<file path="config.mk">
export PLATFORM = sky130hd
export DESIGN_NAME = mem_access_ctrl
export DESIGN_NICKNAME = d
export VERILOG_FILES = /design/src/rtl/lc3_mem_pkg.sv /design/src/rtl/mem_access_ctrl.sv
export SDC_FILE = /design/constraint.sdc
export NUM_CORES = 1
export LEC_CHECK = 0
export ABC_AREA = 0
export BUFFER_PORTS_ARGS = -buffer_cell sky130_fd_sc_hd__clkbuf_2
export CORE_UTILIZATION = 35
export CTS_CLUSTER_SIZE = 16
export DETAILED_ROUTE_END_ITERATION = 10
export PLACE_DENSITY = 0.71
export SLEW_MARGIN = 20
export SYNTH_ARGS = -nofsm -noshare
export SYNTH_HDL_FRONTEND = slang
export SYNTH_SLANG_ARGS = --single-unit
</file>
<file path="constraint.sdc">
create_clock -name clk -period 4.18 [get_ports clk]
set_input_delay 0 -clock clk [delete_from_list [all_inputs] [get_ports clk]]
set_output_delay 0 -clock clk [all_outputs]
set_load 0.1 [all_outputs]
</file>
<file path="src/rtl/lc3_mem_pkg.sv">
// Shared types and constants for the LC-3 MAR/MDR memory interface.
package lc3_mem_pkg;

  localparam int unsigned WORD_W = 16;
  localparam int unsigned CNT_W  = 4;

  typedef logic [WORD_W-1:0] word_t;

  typedef enum logic [1:0] {
    IDLE   = 2'd0,
    ACCESS = 2'd1,
    DONE   = 2'd2
  } mem_state_t;

  localparam word_t MMIO_BASE = 16'hFE00;

endpackage

</file>
<file path="src/rtl/mem_access_ctrl.sv">
// LC-3 MAR/MDR initiator: single-word reads/writes with optional wait states.
// Build option LC3_MMIO_EN maps addresses >= MMIO_BASE onto the io_* port set.
module mem_access_ctrl
  import lc3_mem_pkg::*;
#(
  parameter int unsigned MEM_DEPTH   = 256,
  parameter int unsigned WAIT_STATES = 0
) (
  input  logic  clk,
  input  logic  reset,
  input  logic  req,
  input  logic  req_we,
  input  word_t req_addr,
  input  word_t req_wdata,
  output logic  busy,
  output logic  done,
  output word_t rdata,
  output logic  addr_err,
  input  word_t memOut,
  output logic  memWE,
  output word_t mdrOut,
  output word_t MARReg
`ifdef LC3_MMIO_EN
  ,
  output logic  io_rd,
  output logic  io_wr,
  output word_t io_wdata,
  input  word_t io_rdata
`endif
);

  mem_state_t         state;
  logic [CNT_W-1:0]   cnt;
  logic               op_we;
  logic               oor;
  logic               is_io;
  logic               req_io_c;
  logic               req_oor_c;
  logic               last_c;
  word_t              rd_sel_c;

  // Classify the incoming address; the io window is never out of range.
`ifdef LC3_MMIO_EN
  assign req_io_c = (req_addr >= MMIO_BASE);
`else
  assign req_io_c = 1'b0;
`endif
  assign req_oor_c = !req_io_c && (32'(req_addr) >= MEM_DEPTH);

  assign last_c = (state == ACCESS) && (cnt == '0);
  assign memWE  = last_c && op_we && !oor && !is_io;
  assign rdata  = mdrOut;

`ifdef LC3_MMIO_EN
  assign io_rd    = last_c && !op_we && is_io;
  assign io_wr    = last_c && op_we && is_io;
  assign io_wdata = mdrOut;
  assign rd_sel_c = is_io ? io_rdata : (oor ? '0 : memOut);
`else
  assign rd_sel_c = oor ? '0 : memOut;
`endif

  always_ff @(posedge clk or negedge reset) begin
    if (!reset) begin
      state    <= IDLE;
      cnt      <= '0;
      op_we    <= 1'b0;
      oor      <= 1'b0;
      is_io    <= 1'b0;
      MARReg   <= '0;
      mdrOut   <= '0;
      busy     <= 1'b0;
      done     <= 1'b0;
      addr_err <= 1'b0;
    end else begin
      done     <= 1'b0;
      addr_err <= 1'b0;
      case (state)
        IDLE: begin
          if (req) begin
            MARReg <= req_addr;
            if (req_we) mdrOut <= req_wdata;
            op_we  <= req_we;
            oor    <= req_oor_c;
            is_io  <= req_io_c;
            cnt    <= CNT_W'(WAIT_STATES);
            busy   <= 1'b1;
            state  <= ACCESS;
          end
        end
        ACCESS: begin
          if (cnt != '0) begin
            cnt <= cnt - CNT_W'(1);
          end else begin
            // Write data was captured by the memory at this edge; reads load the MDR.
            if (!op_we) mdrOut <= rd_sel_c;
            done     <= 1'b1;
            addr_err <= oor;
            state    <= DONE;
          end
        end
        DONE: begin
          busy  <= 1'b0;
          state <= IDLE;
        end
        default: state <= IDLE;
      endcase
    end
  end

endmodule

</file>
Yosys cells after proc, flatten, opt, wreduce, memory -nomap -nowiden:

Index checks and enable logic that the tools add are counted.

* flip-flop bits (word level): 43
* bits of input ports: 52
* output and inout port bits: 52
* word-level logic and storage cells: 50

* add/subtract/negate cells: 1
* $lt $le $gt $ge: 1
* equal/unequal tests: 7
* mux-type cells: 18
* reductions and logical operators: 14

Operators by type and width (number)
* $mux 16: 5
* $pmux 16 s2: 1
* $ge 16x9->1 const B: 1
* $mux 4: 2
* $ne 2x2->1 const B: 4
* $pmux 4 s2: 1
* $reduce_and 2->1: 3
* $mux 1: 5
* $reduce_and 5->1: 1
* $logic_not 4->1: 1
* $mux 2: 2
* $pmux 2 s2: 1
* $reduce_bool 2->1: 2
* $reduce_bool 4->1: 1
* $sub 4x1->4 const B: 1
* $logic_and 1x1->1: 3
* $reduce_and 3->1: 1
* $eq 2x1->1 const B: 1
* $eq 2x2->1 const B: 1
* $logic_not 2->1: 1
* $ne 2x1->1 const B: 1
* $pmux 1 s2: 1
* $logic_not 1->1: 1

Longest topological paths before layout:

Gate-level depths: netlist (run 1).

* depth after elaboration: 4
* mapped depth: 7
* mapped depth without buffers: 5

Worst setup path before layout (run 1):

Ideal clock, no wire load.

* kind: reg2out
* start point: register cnt[0]
* end point: output memWE
* arrival time: 2.017 ns
* data required time: 4.180 ns
* setup slack: 2.163 ns
* stages on the path, launching flop included: 7
* cells stage by stage: dfrtp_1 inv_1 ha_1 or3b_1 buf_6 nor2_1 and3b_1

* cells in the longest elaborated chain, start to end: 4

Ends and longest elaborated chain
* start: declaration: RTL line mem_access_ctrl.sv:33 `logic [CNT_W-1:0] cnt;`
* start signal: assignment: RTL line mem_access_ctrl.sv:86 `cnt <= CNT_W'(WAIT_STATES);`
* start signal: assignment: RTL line mem_access_ctrl.sv:93 `cnt <= cnt - CNT_W'(1);`
* $logic_not 4->1: RTL line mem_access_ctrl.sv:50 `assign last_c = (state == ACCESS) && (cnt == '0);`
* $logic_and 1x1->1: RTL line mem_access_ctrl.sv:50
* net last_c: RTL line mem_access_ctrl.sv:39 `logic last_c;`
* $logic_and 1x1->1 (2 in a row): RTL line mem_access_ctrl.sv:51 `assign memWE = last_c && op_we && !oor && !is_io;`
* end: declaration: RTL line mem_access_ctrl.sv:20 `output logic memWE,`

The timed path passes the listed nets, and every way through them passes these cells.

Worst setup path in the final report (run 1):

* start point: register state[1]
* end point: register mdrOut[4]

* cells in the longest elaborated chain, start to end: 3

Ends and longest elaborated chain
* start: declaration: RTL line mem_access_ctrl.sv:32 `mem_state_t state;`
* start signal: assignment: RTL line mem_access_ctrl.sv:65 `state <= IDLE;`
* start signal: assignment: RTL line mem_access_ctrl.sv:88 `state <= ACCESS;`
* start signal: assignment: RTL line mem_access_ctrl.sv:99 `state <= DONE;`
* $eq 2x1->1 or $logic_not 2->1 (tied branches): RTL line mem_access_ctrl.sv:78 `case (state)`
* $ne 2x2->1 (no source line) or $reduce_bool 2->1 (tied branches)
* $reduce_and 5->1 (no source line)
* end signal: assignment: RTL line mem_access_ctrl.sv:82 `if (req_we) mdrOut <= req_wdata;`
* end signal: assignment: RTL line mem_access_ctrl.sv:96 `if (!op_we) mdrOut <= rd_sel_c;`
* end: declaration: RTL line mem_access_ctrl.sv:21 `output word_t mdrOut,`

Parallel ways exist; a longest one is shown, timed or not.
A chain may end at the register's enable or synchronous reset.

==> results of run 1 <==
path summary, 6_finish.rpt:
path	startpoint	endpoint	slack, ns	depth (start not counted)
worst max-delay path	state[1]$_DFFE_PN0P_	mdrOut[4]$_DFFE_PN0P_	1.53	3
worst min-delay path	req_wdata[0]	mdrOut[0]$_DFFE_PN0P_	0.009	3
worst max register to register	state[1]$_DFFE_PN0P_	mdrOut[4]$_DFFE_PN0P_	1.53	3
worst min register to register	MARReg[12]$_DFFE_PN0P_	MARReg[12]$_DFFE_PN0P_	0.51	1
max in group asynchronous	reset	MARReg[10]$_DFFE_PN0P_	3.57	2
min in group asynchronous	reset	mdrOut[7]$_DFFE_PN0P_	0.24	2
state kept, by name, summed over array words and instances (netlist names):
| signal | count |
|---|---|
| mdrOut | 16 |
| addr_err | 1 |
| op_we | 1 |
| MARReg | 16 |
| cnt | 4 |
| busy | 1 |
| done | 1 |
| oor | 1 |
| state | 2 |
critical path: stages (launching register included):
cell and delay [ns]:
dfrtp_1 0.63, nand2b_1 0.64, o31ai_4 1.02, mux2i_1 0.28
per-stage QoR:
step           worst slack (ns)  hold WS (ns)  instances
2_1_floorplan             2.163       -0.2956        192
3_3_place_gp              1.586        0.2321        343
4_1_cts                   1.461     0.0008486        373
3_5_place_dp              1.503        0.2373        343
5_1_grt                   1.288       0.01111        373
6_report                  1.527      0.008775        373
routing by layer:
metal / global-route usage / wire, µm / share of wire / vias up
met5: 0 / 0 / 0 / -
met4: 0.05893 / 89 / 0.018 / 0
met3: 0.04045 / 228 / 0.047 / 11
met2: 0.2739 / 2546 / 0.53 / 65
met1: 0.1668 / 1958 / 0.41 / 817
li1: - / - / - / 852
cell type report:
class	instances	area [µm²]	area share
multi-input combinational	102	842.1	0.2861
inverter	20	75.07	0.02551
clock inverter	2	35.03	0.01190
timing repair buffer	125	738.2	0.2509
sequential	43	1076	0.3656
clock buffer	6	82.58	0.02806
tap	75	93.84	0.03189
placed cells by master (no fill, tap or decap), drive strengths merged, types with 2 or more instances in the layout:
cell type / count
a21oi: 20
clkbuf: 108
dfrtp: 43
dlygate4sd3: 22
ha: 2
inv: 20
mux2: 16
mux2i: 19
nand2: 5
nor2: 6
nor3b: 2
nor4: 2
nor4bb: 16
o21ai: 3
or3b: 2
cell families after synthesis:
kind of cell	count (synthesis)	share of synthesized area
compound gates	26	0.06869
buf+inv	47	0.1225
flops	43	0.4923
fa+ha+maj	2	0.01145
simple gates	39	0.1357
mux	35	0.1694
timing repair:
item                                   CTS  global route
hold buffers                            22             0
buffers inserted                         0             0
resized for setup                        0             0
endpoints found under the hold margin   64             0
==> impl_metrics.ini, run 1 <==
[outcome]
outcome = finished clean

[timing]
fin_setup_tns_ns = 0
fin_crit_sh = 0.6347
relSlewSlack = 0.3229
setup_viol = 0
tightest_slew_ns = 1.016
period_needed_ns = 2.653
slew_violations = 0
timing.fmax_mhz = 376.9
final_hold_viol_count = 0
rsz0062_at_grt = no
fin_skew_ns = 0.006239

[layout]
drive_gt1_frac = 0.4329
layout.cell_area.non_filler_um2 = 2943
synthToLayoutAreaGrowth_pct = 34.63
num_antenna_cells = 0
nFillCells = 559
final_util = 0.4941
nNetsFinal = 351

[floorplanning]
ios = 104
die_x_um = 81.03
start_util = 0.3670
die_h_um = 81.03
fp.coreArea_um2 = 5956
dieArea_um2 = 6565
rows = 28

[grt]
grt_antenna_before_repair = 0
grt_pass1_wl_um = 7389
grt_overflow = 0
track_usage = 0.1512
grt_pass1_vias = 1635
grt_max_degree = 44

[detailed_routing]
drc = 0
first_pass_iters = 4
via_per_inst = 4.678
ant_nets = 0
wl_um = 4823
drt_iter0_drc = 94
wire_per_inst_um = 12.93
vias = 1745

[worst_setup_path]
crit_arrival_ns = 2.87
end_kind = register
crit_fanout = 24
crit_path_start_kind = register
crit_required_ns = 4.40
critPathKind = register to register

[logic_synthesis]
synth_fp_nets = 246
seq_area_frac_synth = 0.4923
synth_cell_types = 27
postSynthCellCount = 192
synth_seq_cells = 43
ys.flop_type = dfrtp_1
async_flop_share = 1.000
yosys-top-cells-area = dfrtp_1, mux2i_1, mux2_2
synth_commonest_cells = dfrtp_1, a21oi_1, inv_1
synth_top_area_cell = dfrtp_1
synth_top_area_share = 0.4923
postSynthAreaPerCell_um2 = 11.38
post-synth-top-count-cell = dfrtp_1
synth_warnings = 0
synth_edf_count = 0
synth_area_um2 = 2186

[cts]
cts_tree = done
cts_root_buffer = clkbuf_8
clk_pin_slew_ns = 0.08
htreeDepth = 2
clockBufferDepth = 2
numCtsBuffers = 5
clk_latency_ns = 0.29
clock_sinks = 43

[place]
dp_hpwl_um = 3294
placed_area_um2 = 2603
placement.io_buffers = 103
place.gp.congestion = 0.8162

[flow_run]
drv_cap = 0

[min_path]
hp-class = input pin to register
Power of run 1 is not shown: default switching activity piles up to over one toggle a cycle in this logic, so the estimate is an artifact.
==> inputs of run 2 (changes only) <==
clock period = 2.7 ns   (was 4.18 ns; I/O delays follow)
==> impl_metrics.ini, run 2 (synthesis results as in run 1) <==
[floorplanning]
die_h_um = 81.03
start_util = 0.3670
dieArea_um2 = 6565
ios = 104
rows = 28
fp.coreArea_um2 = 5956
die_x_um = 81.03

[place]
dp_hpwl_um = 3332
placement.io_buffers = 103
placed_area_um2 = 2625
place.gp.congestion = 0.7172
place_ws_ns = 0.6010

[worst_setup_path]
critPathBufInv = 1
cp_top_family = simple AND/OR/NAND/NOR gates
reg2reg_slack_ns = 0.60
crit_arrival_ns = 2.32
crit_fanout = 23
rr_worst_depth = 4
cp_slowest_cell = dfrtp_1
crit_required_ns = 2.70
critPathKind = register to primary output
crit_path_start_kind = register
r2r_end = mdrOut[4]$_DFFE_PN0P_
path_cells = nand2b_1 > nor2_1 > and3b_1 > clkbuf_2
end_kind = primary output
rr_startpoint = state[0]$_DFFE_PN0P_
critPathMaxStageDelay_ns = 0.70

[timing]
tightest_slew_ns = 0.7957
rsz0062_at_grt = no
fin_crit_sh = 0.8600
period_needed_ns = 2.322
setup_ws_ns = 0.3781
fin_setup_tns_ns = 0
relSlewSlack = 0.4695
fin_skew_ns = 0.006123
timing.fmax_mhz = 430.7
setup_viol = 0
slew_violations = 0
final_hold_viol_count = 0

[layout]
top_regs = MARReg (16), mdrOut (16), cnt (4)
layout.cell_area.non_filler_um2 = 2929
layout_common_cells = clkbuf_2, dfrtp_1, dlygate4sd3_1, inv_1, a21oi_1
final_common_cell = clkbuf_2
nNetsFinal = 354
nFillCells = 571
multiInputGateArea_um2 = 842.1
drive_gt1_frac = 0.4319
layout.area.seq_um2 = 1076
num_antenna_cells = 0
synthToLayoutAreaGrowth_pct = 34.00

[detailed_routing]
wire_per_inst_um = 12.95
ant_nets = 0
drt_iter0_drc = 89
via_per_inst = 4.755
vias = 1788
drc = 0
wl_um = 4869
first_pass_iters = 4

[min_path]
holdPathEnd = mdrOut[11]$_DFFE_PN0P_
hp-class = input pin to register
hold_path.startpoint = req_wdata[11]
min_path_cells = 3

[cts]
ctsResizeCount = 0
numCtsBuffers = 5
clockBufferDepth = 2
cts_tree = done
clock_sinks = 43
clk_latency_ns = 0.29
htreeDepth = 2
clk_pin_slew_ns = 0.08
cts_root_buffer = clkbuf_8

[outcome]
outcome = finished clean

[grt]
grt_antenna_before_repair = 0
track_usage = 0.1550
grt_pass1_wl_um = 7652
grt_max_degree = 44
grt_overflow = 0
grt_pass1_vias = 1740

[flow_run]
drv_cap = 0
==> run 2: cell count changes in the layout (fill, tap and decap cells not counted) <==
cell,change
buf_4,+3
clkbuf_1,+2
bufinv_16,-1
clkbuf_8,-1
==> run 2: worst max-delay path by stage <==
stage | from | end | slack [ns] | cells after the start
final | state[0]$_DFFE_PN0P_ | memWE | 0.38 | 4
after global placement | state[0]$_DFFE_PN0P_ | mdrOut[2]$_DFFE_PN0P_ | 0.69 | 4
after detailed placement | state[0]$_DFFE_PN0P_ | mdrOut[3]$_DFFE_PN0P_ | 0.60 | 4
after floorplan | cnt[0]$_DFFE_PN0P_ | memWE | 0.68 | 6
after CTS | state[0]$_DFFE_PN0P_ | memWE | 0.36 | 4
after global routing | state[0]$_DFFE_PN0P_ | memWE | 0.14 | 4
==> run 2: area by class of cell <==
type | instances | area share
Multi-Input combinational cell | 102 | 0.2875
Clock buffer | 7 | 0.02606
Timing Repair Buffer | 128 | 0.2597
Tap cell | 75 | 0.03204
Sequential cell | 43 | 0.3674
Clock inverter | 1 | 0.001709
Inverter | 20 | 0.02563
==> run 2: timing repair <==
item | CTS | global route
endpoints found under the hold margin | 64 | 0
setup buffers | 0 | 0
hold buffers | 22 | 0
==> run 2: metrics by stage <==
step	util	instances	hold WS (ns)
after floorplan	-	192	-0.2956
after global placement	0.4408	346	0.2318
after detailed placement	0.4408	346	0.2368
after CTS	0.4914	376	0.002168
after global routing	0.4918	376	0.01121
final	0.4918	376	0.006774
==> run 2: worst register-to-register path, cell delays in order (launching register included) <==
cell	delay (ns)
dfrtp_1	0.70
nand2b_1	0.39
o31ai_4	0.39
buf_4	0.32
mux2i_1	0.22
==> run 2: per-layer routing <==
layer / vias to the layer above / track usage / wire length, µm
met3: 10 / 0.04270 / 256
met4: 0 / 0.05893 / 85
met5: - / 0 / 0
met2: 66 / 0.2798 / 2525
met1: 849 / 0.1720 / 2001
li1: 863 / - / -
Power of run 2 is left out for the same reason.
==> inputs of run 3 (changes only) <==
PLACE_DENSITY = unset   (was 0.71)
PLACE_DENSITY_LB_ADDON = 0.3   (was unset)
==> impl_metrics.ini, run 3 (synthesis results as in run 1) <==
[layout]
synthToLayoutAreaGrowth_pct = 38.75
top_regs = MARReg (16), mdrOut (16), cnt (4)
drive_gt1_frac = 0.4318
final_common_cell = clkbuf_2
nNetsFinal = 361
final_cells = 383
layout_common_cells = clkbuf_2, dfrtp_1, dlygate4sd3_1, inv_1, a21oi_1
num_antenna_cells = 0

[detailed_routing]
ant_nets = 0
first_pass_iters = 4
wl_um = 4842
via_per_inst = 4.611
drc = 0
vias = 1766
wire_per_inst_um = 12.64
drt_iter0_drc = 29

[worst_setup_path]
crit_path_start_kind = register
cp_slowest_cell = or3b_1
end_kind = primary output
critPathMaxStageDelay_ns = 0.47
crit_arrival_ns = 2.26
path_cells = inv_1 > ha_1 > or3b_1 > nor2_1 > and3b_1 > clkbuf_2
crit_fanout = 5
critPathKind = register to primary output
crit_required_ns = 2.70

[timing]
fin_crit_sh = 0.8383
fin_setup_tns_ns = 0
final_hold_viol_count = 0
period_needed_ns = 2.263
relSlewSlack = 0.4595
rsz0062_at_grt = no
tightest_slew_ns = 0.8107
slew_violations = 0
timing.fmax_mhz = 441.8
fin_skew_ns = 0.002158
setup_viol = 0

[cts]
cts_root_buffer = clkbuf_8
clk_pin_slew_ns = 0.08
numCtsBuffers = 5
cts_tree = done
clock_sinks = 43
htreeDepth = 2
clk_latency_ns = 0.30
clockBufferDepth = 2

[place]
placement.io_buffers = 103
dp_hpwl_um = 3179
place_inst = 347
place.gp.congestion = 0.7458

[grt]
grt_overflow = 0
grt_pass1_wl_um = 7410
grt_max_degree = 44
track_usage = 0.1497
top_usage_layer = met2
grt_pass1_vias = 1636
gr-usage-met1 = 0.1624
grtUsageMet2 = 0.2765
met3_usage = 0.04270
grt_antenna_before_repair = 0

[floorplanning]
die_h_um = 81.03
rows = 28
die_x_um = 81.03
fp.coreArea_um2 = 5956
dieArea_um2 = 6565
ios = 104
start_util = 0.3670

[flow_run]
drv_cap = 0

[min_path]
hp-class = input pin to register

[outcome]
outcome = finished clean
==> run 3: cell count changes in the layout (fill, tap and decap cells not counted), sizes merged <==
cell | before | now
buf | 4 | 5
bufinv | 0 | 1
clkbuf | 109 | 108
dlygate4sd3 | 22 | 28
==> run 3: layout make-up <==
type                            instances  area [µm²]
Inverter                               20       75.07
Tap cell                               75       93.84
Sequential cell                        43        1076
Timing Repair Buffer                  135       828.3
Multi-Input combinational cell        102       842.1
Fill cell                             543        2923
Clock buffer                            6       82.58
Clock inverter                          2       35.03
==> run 3: stage by stage <==
step | hold WS [ns] | setup slack [ns] | util | instance area (µm²)
5_1_grt | 0.01600 | 0.3294 | 0.5092 | 3033
3_3_place_gp | 0.2323 | 0.7941 | 0.4420 | 2633
3_5_place_dp | 0.2365 | 0.7467 | 0.4420 | 2633
2_1_floorplan | -0.2956 | 0.6833 | - | 2186
4_1_cts | 0.001603 | 0.4064 | 0.5088 | 3030
6_report | 0.0009807 | 0.4366 | 0.5092 | 3033
==> run 3: final timing paths <==
check	cells after the start	start	slack (ns)	to
worst max register to register	6	cnt[0]$_DFFE_PN0P_	0.74	mdrOut[3]$_DFFE_PN0P_
min in group asynchronous	2	reset	0.23	mdrOut[3]$_DFFE_PN0P_
worst min register to register	1	MARReg[6]$_DFFE_PN0P_	0.51	MARReg[6]$_DFFE_PN0P_
worst max-delay path	6	cnt[0]$_DFFE_PN0P_	0.44	memWE
worst min-delay path	3	req_wdata[10]	0.001	mdrOut[10]$_DFFE_PN0P_
max in group asynchronous	2	reset	2.09	MARReg[11]$_DFFE_PN0P_
==> run 3: what timing repair did <==
action,4_1_cts,5_1_grt
hold endpoints to repair,70,0
hold buffers,28,0
setup buffers,0,0
resized for setup,0,0
endpoints found under the setup margin,0,0
==> run 3: metal layers <==
metal	routed length (µm)	vias up
met4	68	0
li1	-	874
met2	2399	74
met5	0	-
met3	297	7
met1	2077	811
==> run 3: critical path: cells and delay by family (launching register included) <==
kind                       cells  cell delay, ns
and+or+nand+nor                3            0.83
buffers and inverters          2            0.56
DFF                            1            0.42
adders and majority gates      1            0.15
Power of run 3 is left out for the same reason.
